File: config.mk
export PLATFORM = sky130hd
export DESIGN_NAME = fetch_sequencer
export DESIGN_NICKNAME = d
export VERILOG_FILES = /design/src/rtl/fetch_sequencer.sv
export SDC_FILE = /design/constraint.sdc
export NUM_CORES = 1
export LEC_CHECK = 0
export BUFFER_PORTS_ARGS = -buffer_cell sky130_fd_sc_hd__buf_4
export CORE_UTILIZATION = 60
export DETAILED_ROUTE_END_ITERATION = 7
export PLACE_DENSITY = 0.9
export SLEW_MARGIN = 20
export SYNTH_ARGS = -nofsm -noshare
export SYNTH_HDL_FRONTEND = slang
export SYNTH_SLANG_ARGS = --single-unit
File: constraint.sdc
create_clock -name clk -period 9.55 [get_ports clk]
set_clock_uncertainty 0.05 [all_clocks]
set_input_delay 1.91 -clock clk [delete_from_list [all_inputs] [get_ports clk]]
set_output_delay 1.91 -clock clk [all_outputs]
set_load 0.05 [all_outputs]
File: src/rtl/fetch_sequencer.sv
// fetch_sequencer
//   Drives the 9-bit single-cycle core: owns the program counter, start/halt
//   sequencing, load wait-states and branch-target resolution through a
//   loadable 16-entry table of signed 8-bit PC offsets.
//
//   Optional feature macro: FETCH_SEQ_WATCHDOG_EN
//     defined   -> WDOG_LIMIT parameter and wdog_trip output exist; a run that
//                  accumulates WDOG_LIMIT counted cycles is forced into HALT.
//     undefined -> execution runs until HALT_CODE is fetched.
//
// Ports
//   clk          system clock
//   reset        synchronous, active-high reset (dominates all inputs)
//   start        pulse; begins execution from PC 0 (honoured in IDLE/HALT)
//   mach_code    current instruction from instr_ROM
//   Branch       decode: instruction is a branch
//   MemtoReg     decode: instruction is a load
//   branch_cond  ALU flag; branch taken when Branch && branch_cond
//   lut_we       branch-offset table write enable
//   lut_waddr    table write index
//   lut_wdata    signed 8-bit PC offset
//   prog_ctr     instruction address to instr_ROM
//   instr_valid  commit strobe (combinational); qualifies RegWrite/MemWrite
//   busy         high in RUN or STALL
//   done         high in HALT
//   cycle_cnt    saturating count of RUN+STALL cycles
//   wdog_trip    (watchdog build only) watchdog forced the halt
module fetch_sequencer #(
    parameter int unsigned   PCW        = 10,
    parameter int unsigned   IW         = 9,
    parameter logic [IW-1:0] HALT_CODE  = IW'(9'h1FF),
    parameter int unsigned   LOAD_STALL = 1,
    parameter int unsigned   CW         = 16
`ifdef FETCH_SEQ_WATCHDOG_EN
    ,
    parameter int unsigned   WDOG_LIMIT = 1000
`endif
) (
    input  logic           clk,
    input  logic           reset,
    input  logic           start,
    input  logic [IW-1:0]  mach_code,
    input  logic           Branch,
    input  logic           MemtoReg,
    input  logic           branch_cond,
    input  logic           lut_we,
    input  logic [3:0]     lut_waddr,
    input  logic [7:0]     lut_wdata,
    output logic [PCW-1:0] prog_ctr,
    output logic           instr_valid,
    output logic           busy,
    output logic           done,
    output logic [CW-1:0]  cycle_cnt
`ifdef FETCH_SEQ_WATCHDOG_EN
    ,
    output logic           wdog_trip
`endif
);

    localparam int unsigned SCW       = 3;
    localparam int unsigned LW        = 8;
    localparam int unsigned LUT_DEPTH = 16;

    typedef enum logic [1:0] {
        IDLE  = 2'd0,
        RUN   = 2'd1,
        STALL = 2'd2,
        HALT  = 2'd3
    } state_e;

    state_e         state_q, state_d;
    logic [PCW-1:0] pc_q, pc_d;
    logic [CW-1:0]  cnt_q, cnt_d;
    logic [SCW-1:0] stall_q, stall_d;
    logic           busy_q, busy_d;
    logic           done_q, done_d;
    logic           valid_c;
    logic [LW-1:0]  lut_q [LUT_DEPTH];
    logic [LW-1:0]  br_off;
    logic [PCW-1:0] pc_next;
    logic [CW-1:0]  cnt_inc;
`ifdef FETCH_SEQ_WATCHDOG_EN
    logic           wdog_q, wdog_d;
`endif

    // Branch-offset table: not reset; a same-cycle lookup sees the old entry.
    always_ff @(posedge clk) begin
        if (lut_we) begin
            lut_q[lut_waddr] <= lut_wdata;
        end
    end

    // Next sequential PC: sign-extended table offset when taken, else +1 (both wrap).
    always_comb begin
        br_off = lut_q[mach_code[3:0]];
        if (Branch && branch_cond) begin
            pc_next = pc_q + PCW'(signed'(br_off));
        end else begin
            pc_next = pc_q + PCW'(1);
        end
    end

    // Saturating cycle counter increment.
    assign cnt_inc = (&cnt_q) ? cnt_q : cnt_q + CW'(1);

    // Next-state and commit decode.
    always_comb begin
        state_d = state_q;
        pc_d    = pc_q;
        cnt_d   = cnt_q;
        stall_d = stall_q;
        valid_c = 1'b0;
`ifdef FETCH_SEQ_WATCHDOG_EN
        wdog_d  = wdog_q;
`endif

        unique case (state_q)
            IDLE, HALT: begin
                if (start) begin
                    state_d = RUN;
                    pc_d    = '0;
                    cnt_d   = '0;
                end
            end
            RUN: begin
                cnt_d = cnt_inc;
                if (mach_code == HALT_CODE) begin
                    state_d = HALT;
                end else if (MemtoReg && (LOAD_STALL != 0)) begin
                    // Counter holds the STALL cycles remaining after the first one.
                    stall_d = SCW'(LOAD_STALL - 1);
                    state_d = STALL;
                end else begin
                    valid_c = 1'b1;
                    pc_d    = pc_next;
                end
            end
            STALL: begin
                cnt_d = cnt_inc;
                if (stall_q == '0) begin
                    valid_c = 1'b1;
                    pc_d    = pc_next;
                    state_d = RUN;
                end else begin
                    stall_d = stall_q - SCW'(1);
                end
            end
            default: begin
                state_d = IDLE;
            end
        endcase

`ifdef FETCH_SEQ_WATCHDOG_EN
        // A fresh start clears the trip flag.
        if (start && (state_q == IDLE || state_q == HALT)) begin
            wdog_d = 1'b0;
        end
        // Limit reached by this cycle's count: abandon the instruction and halt.
        if ((state_q == RUN || state_q == STALL) && (cnt_d >= CW'(WDOG_LIMIT))) begin
            state_d = HALT;
            pc_d    = pc_q;
            stall_d = '0;
            valid_c = 1'b0;
            wdog_d  = 1'b1;
        end
`endif

        busy_d = (state_d == RUN) || (state_d == STALL);
        done_d = (state_d == HALT);
    end

    // State and output registers.
    always_ff @(posedge clk) begin
        if (reset) begin
            state_q <= IDLE;
            pc_q    <= '0;
            cnt_q   <= '0;
            stall_q <= '0;
            busy_q  <= 1'b0;
            done_q  <= 1'b0;
`ifdef FETCH_SEQ_WATCHDOG_EN
            wdog_q  <= 1'b0;
`endif
        end else begin
            state_q <= state_d;
            pc_q    <= pc_d;
            cnt_q   <= cnt_d;
            stall_q <= stall_d;
            busy_q  <= busy_d;
            done_q  <= done_d;
`ifdef FETCH_SEQ_WATCHDOG_EN
            wdog_q  <= wdog_d;
`endif
        end
    end

    // Reset suppresses any commit in the cycle it is asserted.
    assign instr_valid = valid_c & ~reset;
    assign prog_ctr    = pc_q;
    assign busy        = busy_q;
    assign done        = done_q;
    assign cycle_cnt   = cnt_q;
`ifdef FETCH_SEQ_WATCHDOG_EN
    assign wdog_trip   = wdog_q;
`endif

endmodule

# After elaboration in Yosys (flattened, before gate mapping)

Memories as Yosys holds them, arrays and structs flattened.
Index checks and enable logic that the tools add are counted.

Memories: 1
Logic and storage cells: 62
RAM bits: 128
Bits in registers: 33
Input port bits: 28

Bitwise logic cells: 2
Muxes and demuxes: 24
$add $sub $neg: 4
Reduce and logical (&&, ||, !) cells: 11
Eq/ne operators: 14

Memory list:

| memory | depth | bits a word | rd ports | clocked after Yosys merged registers in | write ports | line | text |
|---|---|---|---|---|---|---|---|
| lut_q  | 16    | 8           | 1        | 0                                       | 1           | 78   | `logic [LW-1:0] lut_q [LUT_DEPTH];` |

Operator list:

| operator                | count |
|---|---|
| $mux W10                | 5 |
| $mux W16                | 2 |
| $pmux W16 S2            | 1 |
| $pmux W10 S3            | 1 |
| $add A16 B1 Y16 const B | 1 |
| $reduce_and A16 Y1      | 1 |
| $ne A2 B2 Y1 const B    | 7 |
| $add A10 B1 Y10 const B | 1 |
| $add A10 B10 Y10        | 1 |
| $eq A9 B9 Y1 const B    | 1 |
| $mux W3                 | 3 |
| $eq A2 B2 Y1 const B    | 4 |
| $mux W2                 | 4 |
| $reduce_and A4 Y1       | 2 |
| $pmux W2 S3             | 1 |
| $pmux W3 S2             | 1 |
| $mux W1                 | 5 |
| $eq A2 B1 Y1 const B    | 2 |
| $reduce_or A2 Y1        | 2 |
| $logic_not A3 Y1        | 1 |
| $sub A3 B1 Y3 const B   | 1 |
| $logic_not A2 Y1        | 1 |
| $pmux W1 S2             | 1 |
| $reduce_and A2 Y1       | 1 |
| 5 further kinds         | 5 |

# Logic depth before layout (Yosys ltp)

Gate-level depths: netlist of the first run.
An unclocked memory read counts as a cell.

Word-level depth: 6
Mapped depth: 13
Depth with buffers taken out: 11

# Worst setup path before layout of the first run

OpenSTA, ideal clock, no wires.

Kind: input to register
Start point: input mach_code[0]
End point: register pc_q[8] (netlist: prog_ctr[8])
Setup time: 0.122 ns
Slack: 3.831 ns
Path buffers: 2
Data arrival time: 5.547 ns
Stages on the path: 13
Cell sequence: buf_2 -> buf_2 -> mux4_2 -> mux4_2 -> nand3b_1 -> ha_1 -> fa_1 -> a21o_1 -> a21oi_1 -> o21bai_1 -> a2111oi_0 -> nor2_1 -> a311o_1

Word-level cells in the longest chain between the ends: 6
Elaborated cells on any way between the ends: 10
Classes of those cells: 1 x add/sub; 2 x eq/ne; 5 x mux; 1 x reduce/logical; 1 x memory

Ends and longest elaborated chain:

| element                | line | text |
|---|---|---|
| start: declaration     | 42   | `input logic [IW-1:0] mach_code,` |
| $mem_v2 Z16 W8         | --   |  |
| $add A10 B10 Y10       | 97   | `pc_next = pc_q + PCW'(signed'(br_off));` |
| $mux W10               | 96   | `if (Branch && branch_cond) begin` |
| $mux W10               | 129  | `end else if (MemtoReg && (LOAD_STALL != 0)) begin` |
| $mux W10               | 127  | `if (mach_code == HALT_CODE) begin` |
| $pmux W10 S3           | 117  | `unique case (state_q)` |
| end signal: assignment | 186  | `pc_q <= pc_d;` |
| end: declaration       | 72   | `logic [PCW-1:0] pc_q, pc_d;` |

Several ways; a longest one is shown, not always the timed one. The select of a mux whose other input is x is not followed.
A chain may end at the register's enable or synchronous reset.

# Worst setup path after layout of the first run

Same ends and word-level chain as after synthesis.

==> metrics.md, run 1 <==
| Metric | Value |
|---|---|
| WP data arrival | `5.85 ns` |
| GR Layer Usage met3 | `0.102` |
| Maximum clock frequency | `179 MHz` |
| Final hold violation count | `0` |
| Row cnt | `38` |
| Largest net degree at the start of global routing | `32` |
| Area share of the largest cell type after synthesis | `0.559` |
| YS warnings | `0` |
| GRT Max-Usage Layer | `met2` |
| Synthesized area | `0.00688 mm²` |
| GRT Residual Overflow | `0` |
| First-pass GRT wire length | `22,600 µm` |
| Vias in the first global route | `4,208` |
| Port-buffer cells | `56` |
| Post-CTS Repair Setup Buffers | `0` |
| WL/cell | `23.2 µm` |
| Area leader, netlist | `edfxtp_1` |
| Maximum capacitance violations | `0` |
| TritonCTS Buffers | `17` |
| Power Total | `1.67 mW` |
| VDD IR max | `0.171 mV` |
| Clock buffer depth | `2` |
| HPWL after detailed placement | `9360 µm` |
| Combinational Power Share | `0.134` |
| Sink Count | `161` |
| Grt met1 use | `0.317` |
| Area Growth Syn to Fin | `16.2%` |
| Post-synthesis average cell area | `15.8 µm²` |
| GRT met2 Usage | `0.458` |
| Post-route ant nets | `0` |
| RSZ-0062 raised after global routing | `no` |
| Total die area | `0.0119 mm²` |
| Cells after synthesis | `436` |
| Drt total wl | `15,000 µm` |
| Switching share of power | `0.255` |
| CP dominant cell by count | `mux4_2` |
| DRC | `0` |
| Fin crit share | `0.585` |
| CP Capture Type | `register` |
| FFs w/ async S/R, synth | `0` |
| Lkg Pwr | `2.83 nW` |
| Startpoint Class | `input port` |
| Post-synthesis sequential area ratio | `0.655` |
| Reg power frac | `0.474` |
| CTS resizes | `0` |
| TritonCTS clock tree | `built` |
| Critical path fanouts, max | `31` |
| Die width | `109 µm` |
| NetSw | `426 µW` |
| Worst path slowest cell | `a2111oi_0` |
| Critical path's largest stage delay | `0.64 ns` |
| Initial Util | `0.626` |
| Initial antenna violation count | `1` |
| Crit Path Category | `in2reg` |
| Clock latency on the worst-skew pair | `0.44 ns` |
| Fin nets | `541` |
| Via-to-Cell Ratio | `6.39` |
| Htree depth | `4` |
| IO Pins | `57` |
| Core box area | `0.0110 mm²` |
| HP Class | `reg2reg` |
| Global placer's final weighted congestion | `0.856` |
| Worst-Margin Slew | `1.13 ns` |
| Root Buffer | `clkbuf_16` |
| Die H | `109 µm` |
| GR Util All Layers | `0.279` |
| Clock period minus worst slack | `5.59 ns` |
| Top FF cell, synth | `edfxtp_1` |
| Worst-path clk slew | `0.06 ns` |
| Routed vias | `4,150` |
| Synth area leaders | `edfxtp_1 56%, mux4_2 12%, dfxtp_1 9.6%` |
| Yosys reg bits | `161` |
| Hold_buf cts | `0` |
| Status | `finished clean` |
| PD cells | `209 mW/mm²` |
| Critical path required time | `9.82 ns` |
| Cell variety after synth | `54` |
| Ratio of cells with drive above 1 in the final layout | `0.263` |
| Worst rel slew slack | `0.241` |
| Post-synthesis net count | `480` |
| Iteration-0 DRC Markers | `461` |
| Worst-path cell chain | `buf_4 > mux4_2 > mux4_2 > nand3b_1 > ha_1 > fa_1 > a21o_1 > a21oi_1 > o21bai_1 > a2111oi_0 > nor2_1 > a311o_1` |
| Router iterations before antenna repair | `6` |
| Final Setup Violations | `0` |
| Diodes inserted | `0` |
| Internal power | `1.25 mW` |
| Setup TNS Final | `0 ns` |
| Slew Limit Fails | `0` |
| Clock power frac | `0.392` |
| Number of flops mapped to enable cells by yosys | `128` |
==> worst max-delay path, delay by kind of cell <==
family	cells	cell delay, ns
buffers and inverters	1	0.45
multiplexers	2	1.06
AO/OA/AOI/OAI	5	1.50
AND/OR/NAND/NOR	2	0.28
adder cells (fa/ha/maj)	2	0.62
==> cells in the mapped netlist (2+ instances only) <==
cell	number
nor3_1	4
nand3b_1	4
buf_1	2
nand2_1	18
o211ai_1	2
nand4_1	6
and4_1	3
nor2_1	43
dfxtp_1	33
o21ai_1	5
a22oi_1	8
nand3_1	7
buf_2	4
clkbuf_1	8
mux4_2	38
nand2b_1	5
a21oi_1	14
xor2_1	12
and3_1	11
or3_1	4
edfxtp_1	128
mux2i_1	4
and2_1	5
a21o_1	5
xnor2_1	5
nor2b_1	4
inv_2	2
inv_1	9
ha_1	15
a31oi_1	4
==> path summary, 6_finish.rpt <==
path	start	to	slack, ns	depth (start not counted)
hold reg to reg	stall_q[1]	stall_q[1]	0.46	2
setup reg to reg	lut_q[15][0]	prog_ctr[8]	5.63	11
setup / recovery	mach_code[0]	prog_ctr[8]	3.96	12
hold / removal	stall_q[1]	stall_q[1]	0.46	2
==> power by group through the flow <==
| stage | Clock (mW) | Combinational [mW] | Sequential, mW |
|---|---|---|---|
| detailed placement | 0 | 0.220 | 0.808 |
| CTS | 0.662 | 0.223 | 0.793 |
| floorplan | 0 | 0.125 | 0.836 |
| global route | 0.694 | 0.242 | 0.796 |
| finish | 0.655 | 0.224 | 0.794 |
| global placement | 0 | 0.210 | 0.806 |
==> logic make-up (layout without fill, tap and decap cells) <==
group | Yosys count | after routing | share of synthesized area
flip-flops | 161 | 161 | 0.655
AND/OR/NAND/NOR | 119 | 119 | 0.0886
AO/OA/AOI/OAI | 54 | 54 | 0.0566
multiplexers | 43 | 43 | 0.132
buffers and inverters | 26 | 99 | 0.0160
XOR/XNOR | 17 | 17 | 0.0217
adder cells (fa/ha/maj) | 16 | 16 | 0.0302
==> sequential cells by signal, indices dropped and copies added, names as in the netlist <==
name and flops:
busy 1, prog_ctr 10, lut_q 128, state_q 2, stall_q 3, cycle_cnt 16
done 1
==> cell usage in the layout, fill, tap and decap left out, drive strengths merged, types with 14 or more instances in the layout <==
| cell | netlist | final |
|---|---|---|
| edfxtp | 128 | 128 |
| buf | 7 | 57 |
| nor2 | 43 | 43 |
| mux4 | 38 | 38 |
| dfxtp | 33 | 33 |
| clkbuf | 8 | 19 |
| nand2 | 18 | 18 |
| ha | 15 | 15 |
| a21oi | 14 | 14 |
| inv | 11 | 14 |
==> through the flow <==
step	setup WS [ns]	instances	hold WS [ns]	cell area [µm²]	util
after floorplan	3.83	436	0.410	6880	-
after global placement	3.71	618	0.428	7430	0.676
after detailed placement	3.62	618	0.440	7430	0.676
after CTS	3.98	649	0.459	7990	0.728
after global routing	3.68	649	0.493	7990	0.728
final	3.96	649	0.459	7990	0.728
==> cell type report <==
class	instances	area [µm²]
Sequential cell	161	4500
Timing Repair Buffer	57	428
Inverter	11	41.3
Tap cell	140	175
Fill cell	658	2990
Clock inverter	12	133
Clock buffer	19	433
Multi-Input combinational cell	249	2280
==> routing by layer <==
metal / wire [µm] / vias up
li1: - / 1833
met1: 5480 / 2055
met2: 7720 / 215
met3: 1230 / 47
met4: 609 / 0
met5: 0 / -
Power figures use the tool's default switching activity.
==> inputs of run 2 (changes only) <==
CORE_UTILIZATION = 54   (was 60)
PLACE_DENSITY = 0.86   (was 0.9)
clock period = 5 ns   (was 9.55 ns; I/O delays follow)
==> metrics.md, run 2 (same netlist as run 1, synthesis figures left out) <==
| Metric | Value |
|---|---|
| Htree depth | `4` |
| Clock buffer depth | `2` |
| Non-Filler Instances | `681` |
| Global placer's final weighted congestion | `0.833` |
| Critical path's largest stage delay | `0.59 ns` |
| Crit path buf inv count | `1` |
| WL/cell | `21.6 µm` |
| Diodes inserted | `0` |
| VDD IR max | `0.315 mV` |
| Root Buffer | `clkbuf_16` |
| CP dominant cell by count | `mux4_2` |
| Power Total | `3.22 mW` |
| Lkg Pwr | `2.85 nW` |
| Worst-path clk slew | `0.07 ns` |
| Dpl ws | `0.223 ns` |
| Reg2reg end | `prog_ctr[8]` |
| HP Class | `reg2reg` |
| IO Pins | `57` |
| Ratio of cells with drive above 1 in the final layout | `0.279` |
| Setup TNS Final | `0 ns` |
| Die width | `115 µm` |
| Total die area | `0.0132 mm²` |
| Core box area | `0.0122 mm²` |
| CP Capture Type | `register` |
| Maximum capacitance violations | `0` |
| Initial Util | `0.563` |
| Hold path depth | `2` |
| Reg with most FFs | `lut_q` |
| Fillers | `832` |
| Flop2flop setup slack | `1.17 ns` |
| Worst min-delay path startpoint | `prog_ctr[9]` |
| Stages on worst setup path | `12` |
| GR Util All Layers | `0.238` |
| Fin crit share | `0.879` |
| TritonCTS clock tree | `built` |
| Worst rel slew slack | `0.284` |
| Worst Setup Slack, final | `0.603 ns` |
| Die H | `115 µm` |
| Largest register FFs | `128` |
| Slew Limit Fails | `0` |
| Critical path fanouts, max | `18` |
| Final hold violation count | `0` |
| CTS resizes | `0` |
| HPWL after detailed placement | `9450 µm` |
| Crit Path Category | `in2reg` |
| Sequential cell area | `0.00450 mm²` |
| Status | `finished clean` |
| Area Growth Syn to Fin | `17.4%` |
| TritonCTS Buffers | `17` |
| Clock period minus worst slack | `4.40 ns` |
| DRC | `0` |
| Most common cell after layout, fill and taps aside | `edfxtp_1` |
| Largest net degree at the start of global routing | `32` |
| Sink Count | `161` |
| RSZ-0062 raised after global routing | `no` |
| Worst path slowest cell | `a2111oi_0` |
| Vias in the first global route | `4,170` |
| Hold_buf cts | `0` |
| PD cells | `399 mW/mm²` |
| Initial antenna violation count | `0` |
| Iteration-0 DRC Markers | `407` |
| Post-route ant nets | `0` |
| Port-buffer cells | `56` |
| WP data arrival | `4.66 ns` |
| Worst hold endpoint | `prog_ctr[9]` |
| Commonest non-fill, non-tap cells in the layout | `128 x edfxtp_1, 60 x buf_4, 42 x nor2_1` |
| Area of the multi-input gates | `0.00228 mm²` |
| Router iterations before antenna repair | `5` |
| R2R Path Start | `lut_q[12][0]` |
| Routed vias | `4,120` |
| Placed Cells | `649` |
| Worst-Margin Slew | `1.07 ns` |
| Worst-path cell chain | `buf_4 > mux4_2 > mux4_2 > nand3b_1 > ha_1 > fa_1 > a21o_1 > a21oi_1 > o21bai_1 > a2111oi_0 > nor2_1 > a311o_1` |
| Final Setup Violations | `0` |
| Row cnt | `40` |
| Cell family with most CP delay | `compound AO/OA/AOI/OAI gates` |
| Maximum clock frequency | `227 MHz` |
| Critical path required time | `5.26 ns` |
| FF-to-FF path depth | `11` |
| Post-CTS Repair Setup Buffers | `0` |
| First-pass GRT wire length | `22,300 µm` |
| Clock latency on the worst-skew pair | `0.42 ns` |
| Fin nets | `544` |
| Hold WS | `0.455 ns` |
| Via-to-Cell Ratio | `6.05` |
| GRT Residual Overflow | `0` |
| Drt total wl | `14,700 µm` |
| Startpoint Class | `input port` |
[run 2: cell count changes in the layout (fill, tap and decap cells not counted), moves of 2 or more]
cell / change
clkinv_1: -2
buf_4: +3
clkinv_2: +2
clkbuf_1: -2
clkinvlp_4: +2
[run 2: report_power, final]
| part | switching, mW | internal [mW] |
|---|---|---|
| sequential | 0.0263 | 1.49 |
| clock | 0.542 | 0.741 |
| combinational | 0.262 | 0.161 |
[run 2: metrics by stage]
step	util	cell area (µm²)
6_report	0.661	8070
5_1_grt	0.661	8070
4_1_cts	0.661	8070
3_5_place_dp	0.613	7480
3_3_place_gp	0.613	7480
2_1_floorplan	-	6880
[run 2: area by class of cell]
type / instances / area share
inverter: 11 / 0.00511
tap: 168 / 0.0260
clock inverter: 15 / 0.0200
clock buffer: 17 / 0.0527
timing repair buffer: 60 / 0.0558
multi-input combinational: 249 / 0.282
sequential: 161 / 0.558
[run 2: routing by layer]
layer | global-route usage | up-vias | wire length [µm]
met5 | 0 | - | 0
met4 | 0.106 | 0 | 408
met3 | 0.0675 | 34 | 1050
met2 | 0.384 | 173 | 7340
met1 | 0.302 | 2070 | 5900
li1 | - | 1843 | -
[run 2: worst max path at each step]
stage / startpoint / endpoint
after CTS: mach_code[0] / prog_ctr[8]
after detailed placement: mach_code[0] / prog_ctr[8]
after floorplan: mach_code[0] / prog_ctr[8]
final: mach_code[0] / prog_ctr[8]
after global routing: mach_code[0] / prog_ctr[8]
after global placement: mach_code[0] / prog_ctr[8]
[run 2: worst register-to-register path: stages (launching register included)]
cell	delay [ns]
edfxtp_1	0.39
mux4_2	0.46
mux4_2	0.48
nand3b_1	0.17
ha_1	0.22
fa_1	0.41
a21o_1	0.18
a21oi_1	0.23
o21bai_1	0.12
a2111oi_0	0.59
nor2_1	0.10
a311o_1	0.32
